**src/rtl/capture_if.sv**
```systemverilog
// Capture controller control/status bundle.
// master drives the control pulses, slave is the controller.
interface capture_if #(
    parameter int LOG2 = 9
);
    logic            start;
    logic            abort;
    logic            smpl_en;
    logic            triggered;
    logic [LOG2-1:0] trig_pos;
    logic            dump_req;
    logic            dump_nxt;
    logic            we;
    logic [LOG2-1:0] waddr;
    logic [LOG2-1:0] raddr;
    logic            armed;
    logic            capture_done;
    logic            rd_vld;
    logic            dump_last;

    modport master (
        output start, abort, smpl_en, triggered, trig_pos,
        output dump_req, dump_nxt,
        input  we, waddr, raddr, armed, capture_done,
        input  rd_vld, dump_last
    );

    modport slave (
        input  start, abort, smpl_en, triggered, trig_pos,
        input  dump_req, dump_nxt,
        output we, waddr, raddr, armed, capture_done,
        output rd_vld, dump_last
    );
endinterface

```
**src/rtl/capture_ctrl.sv**
```systemverilog
// Circular-buffer capture controller: pre-trigger fill, trigger,
// post-trigger fill, freeze, then ordered readout oldest-first.
module capture_ctrl #(
    parameter int ENTRIES = 384,
    parameter int LOG2    = 9
) (
    input logic      clk,
    input logic      rst_n,
    capture_if.slave bus
);

    typedef enum logic [2:0] {
        S_IDLE,
        S_FILL,
        S_ARMED,
        S_POST,
        S_DONE,
        S_DUMP
    } state_t;

    localparam logic [LOG2-1:0] LAST_A = LOG2'(ENTRIES - 1);
    localparam logic [LOG2:0]   ENT_N  = (LOG2+1)'(ENTRIES);

    state_t          state_q, state_d;
    logic [LOG2-1:0] tp_q, tp_d;
    logic [LOG2-1:0] waddr_q, waddr_d;
    logic [LOG2-1:0] raddr_q, raddr_d;
    logic [LOG2:0]   pre_q, pre_d;
    logic [LOG2-1:0] post_q, post_d;
    logic [LOG2-1:0] rd_cnt_q, rd_cnt_d;
    logic            done_q, done_d;
    logic            s1_q, s1_d;
    logic            s1l_q, s1l_d;
    logic            s2_q, s2_d;
    logic            s2l_q, s2l_d;
    logic            vld_q, vld_d;
    logic            lst_q, lst_d;

    logic            we_c;
    logic            go;
    logic            iss;
    logic            iss_last;
    logic [LOG2-1:0] tp_in;
    logic [LOG2:0]   pre_tgt;

    function automatic logic [LOG2-1:0] inc_a(input logic [LOG2-1:0] a);
        return (a == LAST_A) ? '0 : a + LOG2'(1);
    endfunction

    // Out-of-range trigger positions clamp to the last buffer slot.
    assign tp_in   = ({1'b0, bus.trig_pos} >= ENT_N) ? LAST_A : bus.trig_pos;
    assign pre_tgt = ENT_N - {1'b0, tp_q};

    // Next-state, address/counter updates and read-issue pipeline.
    always_comb begin
        state_d  = state_q;
        tp_d     = tp_q;
        waddr_d  = waddr_q;
        raddr_d  = raddr_q;
        pre_d    = pre_q;
        post_d   = post_q;
        rd_cnt_d = rd_cnt_q;
        done_d   = done_q;
        we_c     = 1'b0;
        go       = 1'b0;
        iss      = 1'b0;
        iss_last = 1'b0;
        s1_d     = 1'b0;
        s1l_d    = 1'b0;
        s2_d     = s1_q;
        s2l_d    = s1l_q;
        vld_d    = s2_q;
        lst_d    = s2l_q;

        if (bus.abort) begin
            state_d = S_IDLE;
            done_d  = 1'b0;
            s2_d    = 1'b0;
            s2l_d   = 1'b0;
            vld_d   = 1'b0;
            lst_d   = 1'b0;
        end else begin
            unique case (state_q)
                S_IDLE: begin
                    go = bus.start;
                end
                S_FILL: begin
                    we_c = bus.smpl_en;
                    if (bus.smpl_en) begin
                        waddr_d = inc_a(waddr_q);
                        pre_d   = pre_q + (LOG2+1)'(1);
                        if (pre_d == pre_tgt) begin
                            state_d = S_ARMED;
                        end
                    end
                end
                S_ARMED: begin
                    we_c = bus.smpl_en;
                    if (bus.smpl_en) begin
                        waddr_d = inc_a(waddr_q);
                    end
                    if (bus.triggered) begin
                        state_d = S_POST;
                        post_d  = '0;
                    end
                end
                S_POST: begin
                    if (post_q == tp_q) begin
                        state_d = S_DONE;
                        done_d  = 1'b1;
                    end else begin
                        we_c = bus.smpl_en;
                        if (bus.smpl_en) begin
                            waddr_d = inc_a(waddr_q);
                            post_d  = post_q + LOG2'(1);
                            if (post_d == tp_q) begin
                                state_d = S_DONE;
                                done_d  = 1'b1;
                            end
                        end
                    end
                end
                S_DONE: begin
                    if (bus.start) begin
                        go = 1'b1;
                    end else if (bus.dump_req) begin
                        state_d  = S_DUMP;
                        rd_cnt_d = '0;
                        raddr_d  = waddr_q;
                        iss      = 1'b1;
                    end
                end
                S_DUMP: begin
                    if (bus.dump_nxt) begin
                        raddr_d  = inc_a(raddr_q);
                        rd_cnt_d = rd_cnt_q + LOG2'(1);
                        iss      = 1'b1;
                        if (rd_cnt_d == LAST_A) begin
                            iss_last = 1'b1;
                            state_d  = S_DONE;
                        end
                    end
                end
                default: begin
                    state_d = S_IDLE;
                end
            endcase

            if (go) begin
                state_d = S_FILL;
                tp_d    = tp_in;
                pre_d   = '0;
                post_d  = '0;
                waddr_d = '0;
                done_d  = 1'b0;
            end

            s1_d  = iss;
            s1l_d = iss_last;
        end
    end

    // State and datapath registers with synchronous active-low reset.
    always_ff @(posedge clk) begin
        if (!rst_n) begin
            state_q  <= S_IDLE;
            tp_q     <= '0;
            waddr_q  <= '0;
            raddr_q  <= '0;
            pre_q    <= '0;
            post_q   <= '0;
            rd_cnt_q <= '0;
            done_q   <= 1'b0;
            s1_q     <= 1'b0;
            s1l_q    <= 1'b0;
            s2_q     <= 1'b0;
            s2l_q    <= 1'b0;
            vld_q    <= 1'b0;
            lst_q    <= 1'b0;
        end else begin
            state_q  <= state_d;
            tp_q     <= tp_d;
            waddr_q  <= waddr_d;
            raddr_q  <= raddr_d;
            pre_q    <= pre_d;
            post_q   <= post_d;
            rd_cnt_q <= rd_cnt_d;
            done_q   <= done_d;
            s1_q     <= s1_d;
            s1l_q    <= s1l_d;
            s2_q     <= s2_d;
            s2l_q    <= s2l_d;
            vld_q    <= vld_d;
            lst_q    <= lst_d;
        end
    end

    assign bus.we           = we_c;
    assign bus.waddr        = waddr_q;
    assign bus.raddr        = raddr_q;
    assign bus.armed        = (state_q == S_ARMED);
    assign bus.capture_done = done_q;
    assign bus.rd_vld       = vld_q;
    assign bus.dump_last    = lst_q;

endmodule

```
**src/flat_wrapper.sv**
```systemverilog
// flat-port wrapper written by rule: the top's interface ports become plain ports
module capture_ctrl_flat 
#(
    parameter int ENTRIES = 384,
    parameter int LOG2    = 9
)
  (clk, rst_n, bus_start, bus_abort, bus_smpl_en, bus_triggered, bus_trig_pos, bus_dump_req, bus_dump_nxt, bus_we, bus_waddr, bus_raddr, bus_armed, bus_capture_done, bus_rd_vld, bus_dump_last);
  capture_if #(.LOG2(LOG2)) bus_i ();
  input logic clk;
  input logic rst_n;
  input wire logic [$bits(bus_i.start)-1:0] bus_start;
  input wire logic [$bits(bus_i.abort)-1:0] bus_abort;
  input wire logic [$bits(bus_i.smpl_en)-1:0] bus_smpl_en;
  input wire logic [$bits(bus_i.triggered)-1:0] bus_triggered;
  input wire logic [$bits(bus_i.trig_pos)-1:0] bus_trig_pos;
  input wire logic [$bits(bus_i.dump_req)-1:0] bus_dump_req;
  input wire logic [$bits(bus_i.dump_nxt)-1:0] bus_dump_nxt;
  output wire logic [$bits(bus_i.we)-1:0] bus_we;
  output wire logic [$bits(bus_i.waddr)-1:0] bus_waddr;
  output wire logic [$bits(bus_i.raddr)-1:0] bus_raddr;
  output wire logic [$bits(bus_i.armed)-1:0] bus_armed;
  output wire logic [$bits(bus_i.capture_done)-1:0] bus_capture_done;
  output wire logic [$bits(bus_i.rd_vld)-1:0] bus_rd_vld;
  output wire logic [$bits(bus_i.dump_last)-1:0] bus_dump_last;
  assign bus_i.start = bus_start;
  assign bus_i.abort = bus_abort;
  assign bus_i.smpl_en = bus_smpl_en;
  assign bus_i.triggered = bus_triggered;
  assign bus_i.trig_pos = bus_trig_pos;
  assign bus_i.dump_req = bus_dump_req;
  assign bus_i.dump_nxt = bus_dump_nxt;
  assign bus_we = bus_i.we;
  assign bus_waddr = bus_i.waddr;
  assign bus_raddr = bus_i.raddr;
  assign bus_armed = bus_i.armed;
  assign bus_capture_done = bus_i.capture_done;
  assign bus_rd_vld = bus_i.rd_vld;
  assign bus_dump_last = bus_i.dump_last;
  capture_ctrl #(.ENTRIES(ENTRIES), .LOG2(LOG2)) u_core (.clk(clk), .rst_n(rst_n), .bus(bus_i));
endmodule
```
**config.mk**
```make
export PLATFORM = sky130hd
export DESIGN_NAME = capture_ctrl_flat
export DESIGN_NICKNAME = d
export VERILOG_FILES = /design/src/rtl/capture_if.sv /design/src/rtl/capture_ctrl.sv /design/src/flat_wrapper.sv
export SDC_FILE = /design/constraint.sdc
export NUM_CORES = 1
export LEC_CHECK = 0
export BUFFER_PORTS_ARGS = -buffer_cell sky130_fd_sc_hd__buf_2
export CORE_MARGIN = 2
export CORE_UTILIZATION = 55
export DETAILED_ROUTE_END_ITERATION = 10
export HOLD_SLACK_MARGIN = 0.15
export PLACE_DENSITY_LB_ADDON = 0.3
export SLEW_MARGIN = 20
export SYNTH_ARGS = -nofsm -noshare
export SYNTH_HDL_FRONTEND = slang
export SYNTH_SLANG_ARGS = --single-unit
```
**constraint.sdc**
```tcl
create_clock -name clk -period 2.8 [get_ports clk]
set_input_delay 0.14 -clock clk [delete_from_list [all_inputs] [get_ports clk]]
set_output_delay 0.14 -clock clk [all_outputs]
set_load 0.01 [all_outputs]
```
## Yosys cells after proc, flatten, opt, wreduce, memory -nomap -nowiden

Index checks and enable logic that the tools add are counted.

- Register bits: 65
- Input port bits: 17
- Output and inout port bits: 23
- Memories kept: 0
- RAM bits: 0
- Memory bits (read-only): 0
- Logic and storage cells: 128
- Latch bits: 0

- Multiplexer cells: 49
- Shift-type cells: 0
- Reductions and logical operators: 20
- Eq/ne operators: 32
- Order comparisons: 1
- Add/sub/neg operators: 6
- Divide/modulo/power cells: 0
- Multiply operators: 0
- Bitwise operators: 5

Operator list:

| operator | count |
|---|---|
| 9-bit 2-to-1 mux | 16 |
| 9-bit one-hot mux with 2 select lines | 4 |
| 9-bit by 1-bit adder with 9-bit output (second input constant) | 4 |
| 10-bit 2-to-1 mux | 3 |
| 3-bit 2-to-1 mux | 10 |
| 9-bit == test (second input constant) | 3 |
| 3-bit by 2-bit inequality test with 1-bit output (second input constant) | 7 |
| 10-bit AND reduction | 2 |
| 9-bit == test | 2 |
| 3-bit one-hot mux with 6 select lines | 1 |
| 1-bit 2-to-1 mux | 12 |
| 10-bit by 1-bit adder with 10-bit output (second input constant) | 1 |
| 10-bit == test | 1 |
| 2-bit inequality test (second input constant) | 5 |
| 5-bit AND reduction | 2 |
| 2-bit nonzero test | 5 |
| 9-bit by 9-bit subtractor with 10-bit output (first input constant) | 1 |
| 9-bit greater-or-equal comparator (second input constant) | 1 |
| 3-bit by 1-bit inequality test with 1-bit output (second input constant) | 3 |
| 3-bit AND reduction | 3 |
| 3-bit by 2-bit == test with 1-bit output (second input constant) | 2 |
| 3-bit == test (second input constant) | 2 |
| 2-bit by 1-bit inequality test with 1-bit output (second input constant) | 3 |
| 1-bit one-hot mux with 2 select lines | 3 |
| other kinds (11) | 17 |

## Logic depth before layout (Yosys ltp)

- Depth in word-level cells: 7
- Depth in mapped cells: 10
- Depth with buffers taken out: 9

## Worst setup path after synthesis

OpenSTA, ideal clock, no wires.

- Kind: register to register
- Start point: register u_core.tp_q[0]
- End point: register u_core.state_q[1]
- Buffers on the path: 0
- Clock period less this slack: 2.457 ns
- Library setup time: 0.059 ns
- Stages on the path, launching flop included: 9
- Setup slack: 0.343 ns
- Required time: 2.741 ns
- Arrival: 2.398 ns
- Path through: dfxtp_1 > inv_1 > ha_1 > or4b_4 > or4_4 > a211oi_2 > nor4bb_1 > or4_1 > nand2_1

- Longest elaborated chain between the ends: 4
- Elaborated cells on any way between the ends: 10
- Those cells by class: add/sub (1); eq/ne (6); mux (2); reduce/logical (1)

Ends and longest elaborated chain:

| element | line | text |
|---|---|---|
| start, declared | capture_ctrl.sv:25 | `logic [LOG2-1:0] tp_q, tp_d;` |
| start signal, assigned | capture_ctrl.sv:182 | `tp_q <= tp_d;` |
| 9-bit by 9-bit subtractor with 10-bit output | capture_ctrl.sv:52 | `assign pre_tgt = ENT_N - {1'b0, tp_q};` |
| 10-bit == test | capture_ctrl.sv:92 | `if (pre_d == pre_tgt) begin` |
| 2-bit by 1-bit inequality test with 1-bit output (no source line) | n/a |  |
| 10-bit AND reduction (no source line) | n/a |  |
| end signal, assigned | capture_ctrl.sv:181 | `state_q <= state_d;` |
| end, declared | capture_ctrl.sv:24 | `state_t state_q, state_d;` |

Several ways; a longest one is shown, not always the timed one.
A chain may end at the register's enable or synchronous reset.

## Final worst setup path

Same ends and word-level chain as after synthesis.

==> flow_metrics.env <==
export IMPL_first_global_vias=3769
export IMPL_grt_pass1_wl_mm=16.86
export IMPL_cts_tree="yes"
export IMPL_root_buffer="clkbuf_8"
export IMPL_ctsLongestPathBuffers=2
export IMPL_syn_inst=523
export IMPL_ff_latch_area_um2=1301
export IMPL_drtPass1Iterations=5
export IMPL_gp_congestion=0.8697
export IMPL_slowest_delay_ps=530
export IMPL_ys_ff_latch=65
export IMPL_cap_viol_max_count=0
export IMPL_critical_path_class="flip-flop to flip-flop"
export IMPL_crit_path_start_kind="flip-flop"
export IMPL_setup_tns_final_ps=0
export IMPL_rsz0062_at_grt="no"
export IMPL_path_cells="inv_1 -> ha_1 -> or4b_4 -> or4_4 -> a211oi_2 -> nor4bb_1 -> or4_1 -> nand2_1"
export IMPL_regToRegSetupSlack_ps=170
export IMPL_hold_start="bus_start"
export IMPL_fin_crit_sh_pct=93.99
export IMPL_r2r_end="u_core.state_q[1]"
export IMPL_critPathSlowestCell="or4_4"
export IMPL_hold_depth=4
export IMPL_track_usage_pct=27.23
export IMPL_min_period_ps=2632
export IMPL_worst_ep_arrival_time_ps=2940
export IMPL_async_reset_ff_share_pct=0
export IMPL_initial_utilization_pct=57.52
export IMPL_setup_violations=0
export IMPL_dieArea_um2=7878
export IMPL_hold_class="input pin to flip-flop"
export IMPL_crit_required_ps=3100
export IMPL_synth_edf_count=0
export IMPL_synth_area_um2=3951
export IMPL_portBuffers=39
export IMPL_path_max_fanout=6
export IMPL_yosys_area_top_type="dfxtp_1"
export IMPL_power_leakage_nw=1.690
export IMPL_synth_top_cell_area_share_pct=32.93
export IMPL_totalWireLength_mm=10.26
export IMPL_fp_row_count=30
export IMPL_rr_worst_depth=8
export IMPL_vdd_drop_max_mv=0.2148
export IMPL_nets=590
export IMPL_drtIter0Drc=180
export IMPL_hold_viol_final=0
export IMPL_io_pins=40
export IMPL_wl_per_cell_um=15.39
export IMPL_drc_errors=0
export IMPL_drtAntennaViolNets=0
export IMPL_multiInputGateArea_um2=2510
export IMPL_status="finished, final reports clean"
export IMPL_power_density_nw_per_um2=431.5
export IMPL_avgSynthCellArea_um2=7.555
export IMPL_end_kind="flip-flop"
export IMPL_syn_nets=547
export IMPL_whs_ps=155.2
export IMPL_netlist_cell_type_count=52
export IMPL_slew_headroom_pct=52.13
export IMPL_antenna_found_initial=0
export IMPL_worst_pin_slew_ps=718.0
export IMPL_report_final_slew_viol_count=0
export IMPL_core_um2=6869
export IMPL_clk_pin_slew_ps=80
export IMPL_drive_above_1_share_pct=12.61
export IMPL_die_h_um=88.76
export IMPL_vias_per_cell=5.924
export IMPL_dp_hpwl_mm=7.061
export IMPL_synthTopCellsByArea="dfxtp_1 (33%), a21oi_1 (6.2%), xnor2_1 (6.2%)"
export IMPL_clkLatencyLatePin_ps=360
export IMPL_grt_overflow=0
export IMPL_fillers=618
export IMPL_area_delta_synth_final_pct=14.53
export IMPL_cts_sinks=65
export IMPL_cts_htree_levels=3
export IMPL_antenna_cells=0
export IMPL_min_to="u_core.state_q[2]"
export IMPL_numCtsBuffers=9
export IMPL_r2r_start="u_core.tp_q[0]"
export IMPL_fmax_ghz=0.3800
export IMPL_grt_max_degree=43
export IMPL_synth_top_flop_cell="dfxtp_1"
export IMPL_post_cts_buffers=0
export IMPL_synth_warnings=0
export IMPL_ys_seq_area_share_pct=32.93
export IMPL_vias=3951
export IMPL_fin_worst_skew_ps=9.602
export IMPL_die_w_um=88.76
==> through the flow <==
step	instance area [um2]	power (W)	setup WS (ps)	util, %	std cells
2_1_floorplan	3951	0.001136	342.7	-	523
3_3_place_gp	4233	0.001189	256.6	61.62	640
3_5_place_dp	4233	0.001197	203.2	61.62	640
4_1_cts	4519	0.001955	123.6	65.79	667
5_1_grt	4526	0.002024	30.24	65.88	667
6_report	4526	0.001953	168.2	65.88	667
==> synth_stat cells (all sizes together) (5+ instances only) <==
| cell type | instances |
|---|---|
| a21oi | 49 |
| a31oi | 8 |
| and2 | 9 |
| and3 | 8 |
| clkbuf | 27 |
| dfxtp | 65 |
| ha | 7 |
| inv | 11 |
| nand2 | 47 |
| nand2b | 11 |
| nand3 | 20 |
| nand3b | 8 |
| nand4 | 10 |
| nor2 | 61 |
| nor2b | 5 |
| nor3 | 12 |
| nor4 | 5 |
| o21ai | 47 |
| or3 | 9 |
| or4 | 5 |
| xnor2 | 28 |
| xor2 | 19 |
==> repair_timing <==
action | 4_1_cts | 5_1_grt
gates resized for setup | 0 | 1
hold buffers | 11 | 0
endpoints found under the setup margin | 0 | 1
endpoints found under the hold margin | 15 | 0
==> critical path: cells and delay by family (launching register included) <==
family / cells / cell delay (ps)
fa+ha+maj: 1 / 210
compound gates: 1 / 180
simple gates: 5 / 1740
buf+inv: 1 / 80
flops: 1 / 370
==> cells in the final DEF (no fill, tap or decap), types with 3 or more instances in the layout <==
master / count
nand4_1: 10
nand2b_1: 11
a31oi_1: 8
nor4_1: 5
buf_4: 9
o21ai_0: 46
nor3_1: 11
o211ai_1: 4
nand3_1: 20
xor2_1: 19
or4_1: 4
dlygate4sd3_1: 11
or3_1: 9
clkbuf_8: 9
ha_1: 7
nand2_1: 47
a21oi_1: 49
nor2b_1: 5
nor2_1: 61
xnor2_1: 28
inv_1: 11
mux2i_1: 3
inv_6: 3
dfxtp_1: 65
buf_2: 39
and4_1: 3
nor3b_1: 4
o31ai_1: 4
a311oi_1: 4
nand3b_1: 8
and3_1: 8
and2_1: 9
==> how the worst max path moves through the flow <==
stage,from,endpoint,slack (ps)
after CTS,u_core.tp_q[6],bus_we,120
after global routing,u_core.pre_q[0],u_core.state_q[0],30
after detailed placement,u_core.tp_q[0],u_core.state_q[1],200
after floorplan,u_core.tp_q[0],u_core.state_q[1],340
after global placement,u_core.tp_q[0],u_core.state_q[1],260
final,u_core.tp_q[0],u_core.state_q[1],170
==> power by group <==
group	total (W)	switching, W	internal (W)
Clock	0.000756	0.000428	0.000329
Combinational	0.000240	0.000138	0.000102
Sequential	0.000956	0.0000216	0.000934
==> registers in the layout (all words and copies together), names as in the netlist, 3 cells and up <==
register          flops
u_core.bus.raddr      9
u_core.bus.waddr      9
u_core.post_q         9
u_core.pre_q         10
u_core.rd_cnt_q       9
u_core.state_q        3
u_core.tp_q           9
==> cell type report <==
cell class / instances / share of cell area [%]
Multi-Input combinational cell: 419 / 55.46
Sequential cell: 65 / 28.75
Timing Repair Buffer: 59 / 8.239
Clock buffer: 9 / 2.737
Tap cell: 96 / 2.654
Clock inverter: 7 / 1.161
Inverter: 12 / 0.9953
==> kinds of logic (layout without fill, tap and decap cells) <==
logic type | Yosys count | count (layout) | synth area share [%]
simple gates | 227 | 227 | 29.80
compound gates | 135 | 135 | 20.17
flops | 65 | 65 | 32.93
xor+xnor | 47 | 47 | 10.42
buf+inv | 39 | 87 | 3.705
fa+ha+maj | 7 | 7 | 2.216
mux | 3 | 3 | 0.7600
==> per-layer routing <==
| metal | GRT usage [%] | vias up | routed length (um) |
|---|---|---|---|
| met5 | 0 | - | 0 |
| met4 | 11.16 | 0 | 189 |
| met3 | 5.784 | 19 | 467 |
| met2 | 48.17 | 106 | 5094 |
| met1 | 31.81 | 1876 | 4511 |
| li1 | - | 1950 | - |
Note: power is estimated with default switching activity, not from simulation.
